==> config.mk <==
export PLATFORM = sky130hd
export DESIGN_NAME = serial_add_sequencer
export DESIGN_NICKNAME = d
export VERILOG_FILES = /design/src/rtl/serial_add_sequencer.sv
export SDC_FILE = /design/constraint.sdc
export NUM_CORES = 1
export LEC_CHECK = 0
export CAP_MARGIN = 30
export CORE_ASPECT_RATIO = 0.6
export CORE_UTILIZATION = 30
export DETAILED_ROUTE_END_ITERATION = 7
export GPL_ROUTABILITY_DRIVEN = 0
export PLACE_DENSITY = 0.55
export RECOVER_POWER = 50
export SLEW_MARGIN = 20
export SYNTH_ARGS = -nofsm -noshare
export SYNTH_HDL_FRONTEND = slang
export SYNTH_SLANG_ARGS = --single-unit
==> constraint.sdc <==
create_clock -name clk -period 1.25 [get_ports clk]
set_input_delay 0.25 -clock clk [delete_from_list [all_inputs] [get_ports clk]]
set_output_delay 0.25 -clock clk [all_outputs]
set_load 0.03 [all_outputs]
==> src/rtl/serial_add_sequencer.sv <==
// Bit-serial adder controller: one shared full-adder cell adds two WIDTH-bit operands LSB first.
// Optional macro SERIAL_ADD_SUB_EN adds a Sub input that turns the operation into A - B.
module serial_add_sequencer #(
   parameter int WIDTH = 8
) (
   input  logic             clk,
   input  logic             rst_n,
   input  logic             start,
`ifdef SERIAL_ADD_SUB_EN
   input  logic             Sub,
`endif
   input  logic [WIDTH-1:0] A,
   input  logic [WIDTH-1:0] B,
   output logic             busy,
   output logic             done,
   output logic [WIDTH-1:0] Sum,
   output logic             Carry
);

   localparam int CNT_W = (WIDTH > 1) ? $clog2(WIDTH) : 1;
   localparam logic [CNT_W-1:0] LAST_BIT = CNT_W'(WIDTH - 1);

   typedef enum logic [1:0] {
      S_IDLE = 2'd0,
      S_RUN  = 2'd1,
      S_DONE = 2'd2
   } state_t;

   state_t           r_state;
   state_t           w_state_nxt;
   logic [WIDTH-1:0] r_a;
   logic [WIDTH-1:0] r_b;
   logic [WIDTH-1:0] r_res;
   logic [WIDTH-1:0] r_sum;
   logic             r_c;
   logic             r_carry;
   logic [CNT_W-1:0] r_cnt;

   logic             w_accept;
   logic             w_last;
   logic             w_s;
   logic             w_c_nxt;
   logic [WIDTH:0]   w_cat;
   logic [WIDTH-1:0] w_res_nxt;
   logic [WIDTH-1:0] w_b_in;
   logic             w_c_init;

`ifdef SERIAL_ADD_SUB_EN
   // Two's-complement subtract: invert B and inject the +1 through the carry flop.
   assign w_b_in   = Sub ? ~B : B;
   assign w_c_init = Sub;
`else
   assign w_b_in   = B;
   assign w_c_init = 1'b0;
`endif

   assign w_s       = r_a[0] ^ r_b[0] ^ r_c;
   assign w_c_nxt   = (r_a[0] & r_b[0]) | (r_c & (r_a[0] ^ r_b[0]));
   assign w_cat     = {w_s, r_res};
   assign w_res_nxt = w_cat[WIDTH:1];

   always_ff @(posedge clk or negedge rst_n) begin
      if (!rst_n) begin
         r_state <= S_IDLE;
      end else begin
         r_state <= w_state_nxt;
      end
   end

   always_comb begin
      w_state_nxt = r_state;
      w_accept    = 1'b0;
      w_last      = 1'b0;
      busy        = 1'b0;
      done        = 1'b0;
      case (r_state)
         S_IDLE: begin
            if (start) begin
               w_accept    = 1'b1;
               w_state_nxt = S_RUN;
            end
         end
         S_RUN: begin
            busy = 1'b1;
            if (r_cnt == LAST_BIT) begin
               w_last      = 1'b1;
               w_state_nxt = S_DONE;
            end
         end
         S_DONE: begin
            done        = 1'b1;
            w_state_nxt = S_IDLE;
         end
         default: w_state_nxt = S_IDLE;
      endcase
   end

   // Result registers are written only on the last bit, so an aborted run never leaks.
   always_ff @(posedge clk or negedge rst_n) begin
      if (!rst_n) begin
         r_a     <= '0;
         r_b     <= '0;
         r_res   <= '0;
         r_c     <= 1'b0;
         r_cnt   <= '0;
         r_sum   <= '0;
         r_carry <= 1'b0;
      end else if (w_accept) begin
         r_a   <= A;
         r_b   <= w_b_in;
         r_res <= '0;
         r_c   <= w_c_init;
         r_cnt <= '0;
      end else if (r_state == S_RUN) begin
         r_a   <= r_a >> 1;
         r_b   <= r_b >> 1;
         r_res <= w_res_nxt;
         r_c   <= w_c_nxt;
         r_cnt <= r_cnt + CNT_W'(1);
         if (w_last) begin
            r_sum   <= w_res_nxt;
            r_carry <= w_c_nxt;
         end
      end
   end

   assign Sum   = r_sum;
   assign Carry = r_carry;

endmodule

==> results of run 1 <==
-- cell type report --
cell class                 count  area, µm²  area share, %
multi-input combinational     80        717           30.6
sequential                    38        952           40.6
tap                           66       82.6           3.52
timing repair buffer          49        468           20.0
inverter                       5       32.5           1.39
clock buffer                   7       86.3           3.68
clock inverter                 1       5.00          0.214
-- cell usage after synthesis (all sizes together) --
master   n
dfrtp   38
o21ba    1
a22o    12
nor3     1
nand2    2
fa       1
a21oi   13
o32ai    2
inv      5
mux2     9
nand2b   3
o21bai   1
a22oi    1
buf      7
o21ai    1
nor2    13
o22ai   14
clkbuf   1
or2      1
nor4b    1
ha       2
-- kinds of logic (layout without fill, tap and decap cells) --
| group | count (synthesis) | count (layout) |
|---|---|---|
| AO/OA/AOI/OAI | 45 | 45 |
| flip-flops | 38 | 38 |
| AND/OR/NAND/NOR | 21 | 23 |
| buffers and inverters | 13 | 62 |
| multiplexers | 9 | 9 |
| adder cells (fa/ha/maj) | 3 | 3 |
-- state kept, by name (all words and copies together) (netlist names) --
register  cells
r_c           1
r_a           8
Carry         1
r_cnt         3
r_b           8
r_res         7
Sum           8
r_state       2
-- what timing repair did --
item,CTS,global route
hold buffers,1,0
gates resized for setup,14,19
cloned,1,1
pin swaps,4,10
endpoints found under the hold margin,14,0
buffers inserted,6,1
setup endpoints to repair,12,33
-- stage by stage --
step / cells / area, µm² / worst slack (ns)
finish: 246 / 2340 / -0.0915
detailed placement: 228 / 2050 / -0.273
global route: 246 / 2340 / -0.136
global placement: 228 / 2050 / -0.236
CTS: 244 / 2270 / -0.0929
floorplan: 129 / 1660 / -0.00616
-- layer usage --
layer  up-vias  global-route usage, %
li1        575                      -
met1       626                   20.9
met2        22                   20.9
met3         6                   3.66
met4         0                   5.04
met5         -                      0
-- path summary, 6_finish.rpt --
| check | cells past startpoint | to |
|---|---|---|
| setup / recovery | 4 | done |
| max in group asynchronous | 3 | r_b[4]$_DFFE_PN0P_ |
| hold / removal | 2 | r_res[4]$_DFFE_PN0P_ |
| setup reg to reg | 5 | Sum[2]$_DFFE_PN0P_ |
| hold reg to reg | 1 | r_cnt[0]$_DFFE_PN0P_ |
| min in group clk | 1 | r_cnt[0]$_DFFE_PN0P_ |
-- power by group --
part | internal, mW | switching, mW
clock network | 0.445 | 0.421
logic | 1.53 | 1.37
registers | 1.80 | 0.434
==> results.txt, run 1 <==
* Die span in x: 97.5 µm
- The run finished, with violations left.
- Pin count of the biggest net entering global routing: 25
- For this run, the slowest stage of the critical path takes 0.42 ns.
- Smallest hold slack: 0.402 ns
- Routed wl met3: approximately 130 µm
- Total negative setup slack: -0.743 ns
- Data arrives at the worst endpoint at 1.09 ns.
* Post-synthesis share of cell area spent on xor and xnor gates: 0%
- Source-to-sink clock delay at the later pin of the worst-skew pair: 0.29 ns
* Buf/Inv on CP: 3
- Share of synthesized cell area in and, or, nand and nor gates: 7.70%
- Overall routing resource usage: 14.4%
- Summing the areas of all compound-gate instances in the mapped netlist gives between 10% and 20% of the synthesized area.
* Average vias per placed instance: 5.00
* Largest voltage drop on the vdd net: about 0.0011 V
* Number of nets still failing antenna checks after routing: 0
- Max-cap violations in this run came to 0.
- The number of antenna violations at the first check in global routing was 0.
* Wirelength per Cell: 16.5 µm
* Multiplexer share of the synthesized area: under 10%
- The signal on the critical path passes through buf_6 > inv_6 > nor2_4 > buf_6.
- CTS Buf Count: 5
- Area inside the core boundary: between 5000 and 6000 µm²
* Sequential share of the synthesized area: slightly below 60%
- Violations in the final reports: setup timing
* Layout fillers: just under 500
- The worst register-to-register path has a setup slack of -0.07 ns.
- CP max stage cell: dfrtp_1
- Leakage power total: 1.05 nW
- The clock net in this run drives a total of 38 sinks.
- Clock-pin slew reported for the worst setup and hold paths after clock tree synthesis: 0.08 ns
- Worst Setup End Kind: primary output
- RSZ-0062 raised after global routing: true
* Top cell type's share of synthesized area: 58.0%
- Category of the most critical setup path: reg -> out
* Yosys reg bits: 38
- Worst min-delay path class: in -> async
* Largest cells by area after synthesis: dfrtp_1 (58%), mux2_4 (8.2%), a22o_1 (6.4%)
- Post-synthesis area per instance: 12.7 µm²
- Total Nets Final: 201
- During I/O placement, the number of pins put on the boundary was 30.
- Overall die height: between 50 and 60 µm
- The floorplan has 20 rows.
- Static timing analysis puts the maximum clock frequency at 745 MHz.
* Final Core Density: 45.5%
- Routed metal-1 wirelength: 2130 µm
- Port Buf Inserts: 29
* Area Overhead vs Synth: 42.9%
* Cell seen most often among critical-path stages: buf_6
- The smallest clock period supported by the final layout is computed as 1.34 ns.
- Of the available clock period, the critical path in the final layout requires 107%.
- Met2 wire length: 1740 µm
- Final Hold Violating Endpoints: 0
- Clock tree root buffer cell: clkbuf_8
- Detailed Routing Iterations Pass 1: 4
* Residual DRC count: 0
* Highest metal layer with signal wires: met4
- Kind of start point of the critical path: flop
- Share of layout cells above drive strength 1: around two fifths
- The total overflow left after global routing is 0.
- CTS built an H-tree with a depth of 2.
- The netlist uses 26 different library cells.
- Setup-failing EPs final: 17
- Initial standard-cell utilization of the core: 31.8%
* Most common cell after layout, fill and taps aside: dfrtp_1
- Half-perimeter wire length after placement: 2650 µm
- Overall die area: approximately 5800 µm²
* Final wirelength: 4050 µm
- Along the worst path, the maximum fanout reaches 4.
- In this run the cell area of the synthesized design comes to around 1600 µm².
- Count of inserted antenna diode cells: 0
- First-pass GRT wire length: 6090 µm
* Via count: 1229
- Most frequent cells in the layout: dfrtp_1 (37), clkdlybuf4s50_1 (17), buf_4 (17)
* CP delay by family, top: flip-flops
- CTS tree: built
* Worst setup path start: r_state[1]$_DFFE_PN0P_
- Required time of the critical path: 1.00 ns
- At the pin with the least slew margin, the transition time is around 0.37 ns.
- Post-route clock skew: 0.00669 ns
- For this run, the number of Yosys warnings is 0.
- Worst r2r src: r_state[1]$_DFFE_PN0P_
* Largest family of logic cells by synthesized area: compound AO/OA/AOI/OAI gates
- Number of pins exceeding their max-slew limit in the final report: 0
- Power density cells: roughly 2600 nW/µm²
* Post-route setup slack: -0.0915 ns
- Clk buf depth: 2
- The number of global-route vias before repair was 1191.
* 1st-iter DRT viols: 60
* Remaining max-slew budget at the tightest pin: 75.2%
* Syn nets: 151
- Final Power: between 6 and 7 mW
- Top cell type by total area after synthesis: dfrtp_1
* Adder-cell share of the synthesized area: 2.75%
- In the synthesized netlist, the number of instances is 129.
Note: power is estimated with default switching activity, not from simulation.
==> run 2: changes to the inputs <==
CTS_BUF_LIST = sky130_fd_sc_hd__clkbuf_16   (was unset)
DONT_BUFFER_PORTS = 1   (was unset)
PLACE_DENSITY = 0.48   (was 0.55)
==> results.txt, run 2 (synthesized netlist as in run 1, its figures left out) <==
- The post-placement worst setup slack is -0.0648 ns (+0.208 ns).
- Signal routing reaches up to met4.
- The final antenna-violating net count was 0 (unchanged).
- The final wirelength came to 3990 µm (-1.5%).
- The via count is 1132 (-7.9%).
* Post-route setup slack: -0.0864 ns (+0.00510 ns)
- Share of layout cells above drive strength 1: 38.6% (-2.0 points)
- The min-delay analysis places its worst path in the category in -> reg.
- The number of global-route vias before repair came to 1208 (+1.4%).
- The detail-routed via count per cell is 5.17 (+3.5%).
- Final Hold Violating Endpoints: 0 (unchanged)
- Share of total power in sequential cells: 38.4% (+1.2 points)
- Clock Sinks: 38 (unchanged)
- Transition time at the pin with the least slew margin: 0.519 ns (+0.148 ns)
- R2R cell count: 2 (-3)
- Initial antenna violation count: 0 (unchanged)
- Overall die height: 59.3 µm (unchanged)
- Required time of the critical path: 1.00 ns (about the same)
- The number of max-slew violations in the final report is 0 (unchanged).
* Met2 wire length: 1870 µm (+7.5%)
- The net count of the finished layout came to 174 (-13%).
* Combinational power share: 36.8% (-12 points)
* Worst Setup End Kind: primary output
- Capture point of the critical path: done
- The number of buffers added on ports came to 0 (-100%).
- Clock period minus worst slack: 1.34 ns (-0.00510 ns)
* CTS tree: built
- The run finished, with violations left.
- First-pass GRT wire length: 6230 µm (+2.4%)
- The final setup violation count came to 20 (+3).
- Clock tree synthesis selected as its root buffer the cell clkbuf_16.
- Wirelength per Cell: 18.2 µm (+11%)
- The largest clock skew in the final design was 0.00176 ns (-0.00493 ns).
- The critical path data arrival time came to 1.09 ns (about the same).
- The antenna diode instance count came to 0 (unchanged).
* Area inside the core boundary: 5150 µm² (unchanged)
- Detailed Routing Iterations Pass 1: 4 (unchanged)
- Area taken by multi-input logic gates: 714 µm² (-0.35%)
* Worst r2r src: r_a[0]$_DFFE_PN0P_
- The library cell used most frequently in the layout, excluding fill and tap cells, is dfrtp_1.
- The final reports fail on setup timing.
* Clock-pin slew reported for the worst setup and hold paths after clock tree synthesis: 0.06 ns (-0.02 ns)
- Residual DRC count: 0 (unchanged)
- Total of max-cap violations: 0 (unchanged)
- The total die area is 5780 µm² (unchanged).
* Sw power: 2.23 mW (+0.17%)
- # H-tree levels: 2 (unchanged)
- The power density over cell area was 2980 nW/µm² (+16%).
- Clk buf depth: 2 (unchanged)
* Leakage power total: 0.985 nW (-6.1%)
- The worst slack on hold paths came to 0.104 ns (-0.299 ns).
* Register cell area after layout: 953 µm² (+0.13%)
- CTS Buf Count: 5 (unchanged)
- The maximum ir drop on the vdd rail came to 0.000874 V (-20%).
* Initial standard-cell utilization of the core: 31.8% (unchanged)
- Most frequent cells in the layout: dfrtp_1 (36), buf_4 (13), o22ai_1 (12), a21oi_1 (12), a22o_1 (12)
- Source-to-sink clock delay at the later pin of the worst-skew pair: 0.28 ns (about the same)
* Share of the clock period used by the worst path: 107% (-0.41 points)
* Total overflow reported by the global router: 0 (unchanged)
- Overall routing resource usage: 14.4% (+0.087 points)
- Remaining max-slew budget at the tightest pin: 65.4% (-9.8 points)
- Count of boundary I/O pins: 30 (unchanged)
- Register-to-register setup slack: -0.07 ns (about the same)
- Final Core Density: 42.5% (-3.0 points)
- Placement row count: 20 (unchanged)
- The worst setup path is of the reg -> out kind.
- The internal power component is 4.30 mW (+14%).
- The maximum fanout encountered on the critical timing path came to 4 (unchanged).
- 1st-iter DRT viols: 38 (-37%)
- Routed metal-1 wirelength: 1880 µm (-12%)
- Layout fillers: 457 (-5.8%)
* Pin count of the biggest net entering global routing: 39 (+56%)
- The critical path starts at r_state[0]$_DFFE_PN0P_.
- Routed wl met3: 207 µm (+59%)
- The horizontal die dimension is 97.5 µm (unchanged).
- Half-perimeter wire length after placement: 2430 µm (-8.3%)
- In this run the critical register-to-register path is captured at Sum[7]$_DFFE_PN0P_.
- RSZ-0062 raised after global routing: true
- The switching part of the total was 34.1% (-3.0 points).
- The maximum clock frequency is 748 MHz (+0.38%).
- Worst Min Path Start: B[7]
- Area Overhead vs Synth: 33.6%
- Kind of start point of the critical path: flop
* Portion of total power attributed to the clock network: 24.7% (+10 points)
## run 2: final cells by class
class,count,share of cell area [%]
clock inverters,3,2.91
inverters,5,1.26
well taps,66,3.77
clock buffers,5,5.71
multi-input cells,80,32.6
repair inverters,1,0.343
flip-flops and latches,38,43.5
repair buffers,21,9.88
## run 2: timing repair
action	in CTS	in global routing
hold buffers	2	0
gates resized for setup	13	7
setup endpoints to repair	23	37
hold endpoints to repair	38	0
buffers inserted	5	2
gates cloned	2	2
pin swaps	4	1
## run 2: how the worst min path moves through the flow
stage,depth (start not counted),end
floorplan,0,Carry$_DFFE_PN0P_
global placement,0,r_b[4]$_DFFE_PN0P_
detailed placement,0,r_b[3]$_DFFE_PN0P_
CTS,1,r_b[7]$_DFFE_PN0P_
global route,1,r_b[7]$_DFFE_PN0P_
finish,1,r_b[7]$_DFFE_PN0P_
## run 2: metrics by stage
| step | std cells | setup TNS [ns] | instance area, µm² | total power, mW |
|---|---|---|---|---|
| 3_5_place_dp | 198 | -0.478 | 1790 | 4.39 |
| 5_1_grt | 219 | -1.89 | 2190 | 6.89 |
| 3_3_place_gp | 198 | -0.282 | 1790 | 4.28 |
| 6_report | 219 | -0.694 | 2190 | 6.53 |
| 2_1_floorplan | 129 | -0.0554 | 1660 | 3.85 |
| 4_1_cts | 215 | -0.735 | 2140 | 6.43 |
## run 2: power by group through the flow
stage                     combinational [mW]  clock (mW)  sequential (mW)
after detailed placement                1.87           0             2.52
after floorplan                         1.49           0             2.36
final                                   2.41        1.62             2.51
after CTS                               2.30        1.63             2.50
after global routing                    2.63        1.68             2.58
after global placement                  1.78           0             2.49
## run 2: routing by layer
| metal | vias up | GRT usage (%) |
|---|---|---|
| met1 | 577 | 19.1 |
| met3 | 5 | 4.36 |
| met4 | 0 | 5.04 |
| met2 | 24 | 22.9 |
| li1 | 526 | - |
| met5 | - | 0 |
## run 2: worst max-delay path, stage by stage (launching register included)
cell and delay, ns:
dfrtp_2 0.46, buf_6 0.14, nor2_4 0.08, buf_6 0.13
==> run 3: changes to the inputs <==
ABC_CLOCK_PERIOD_IN_PS = 1250   (was unset)
GPL_ROUTABILITY_DRIVEN = unset   (was 0)
==> results of run 3 <==
No change in the layout: final DEF, timing and power equal those of run 2.
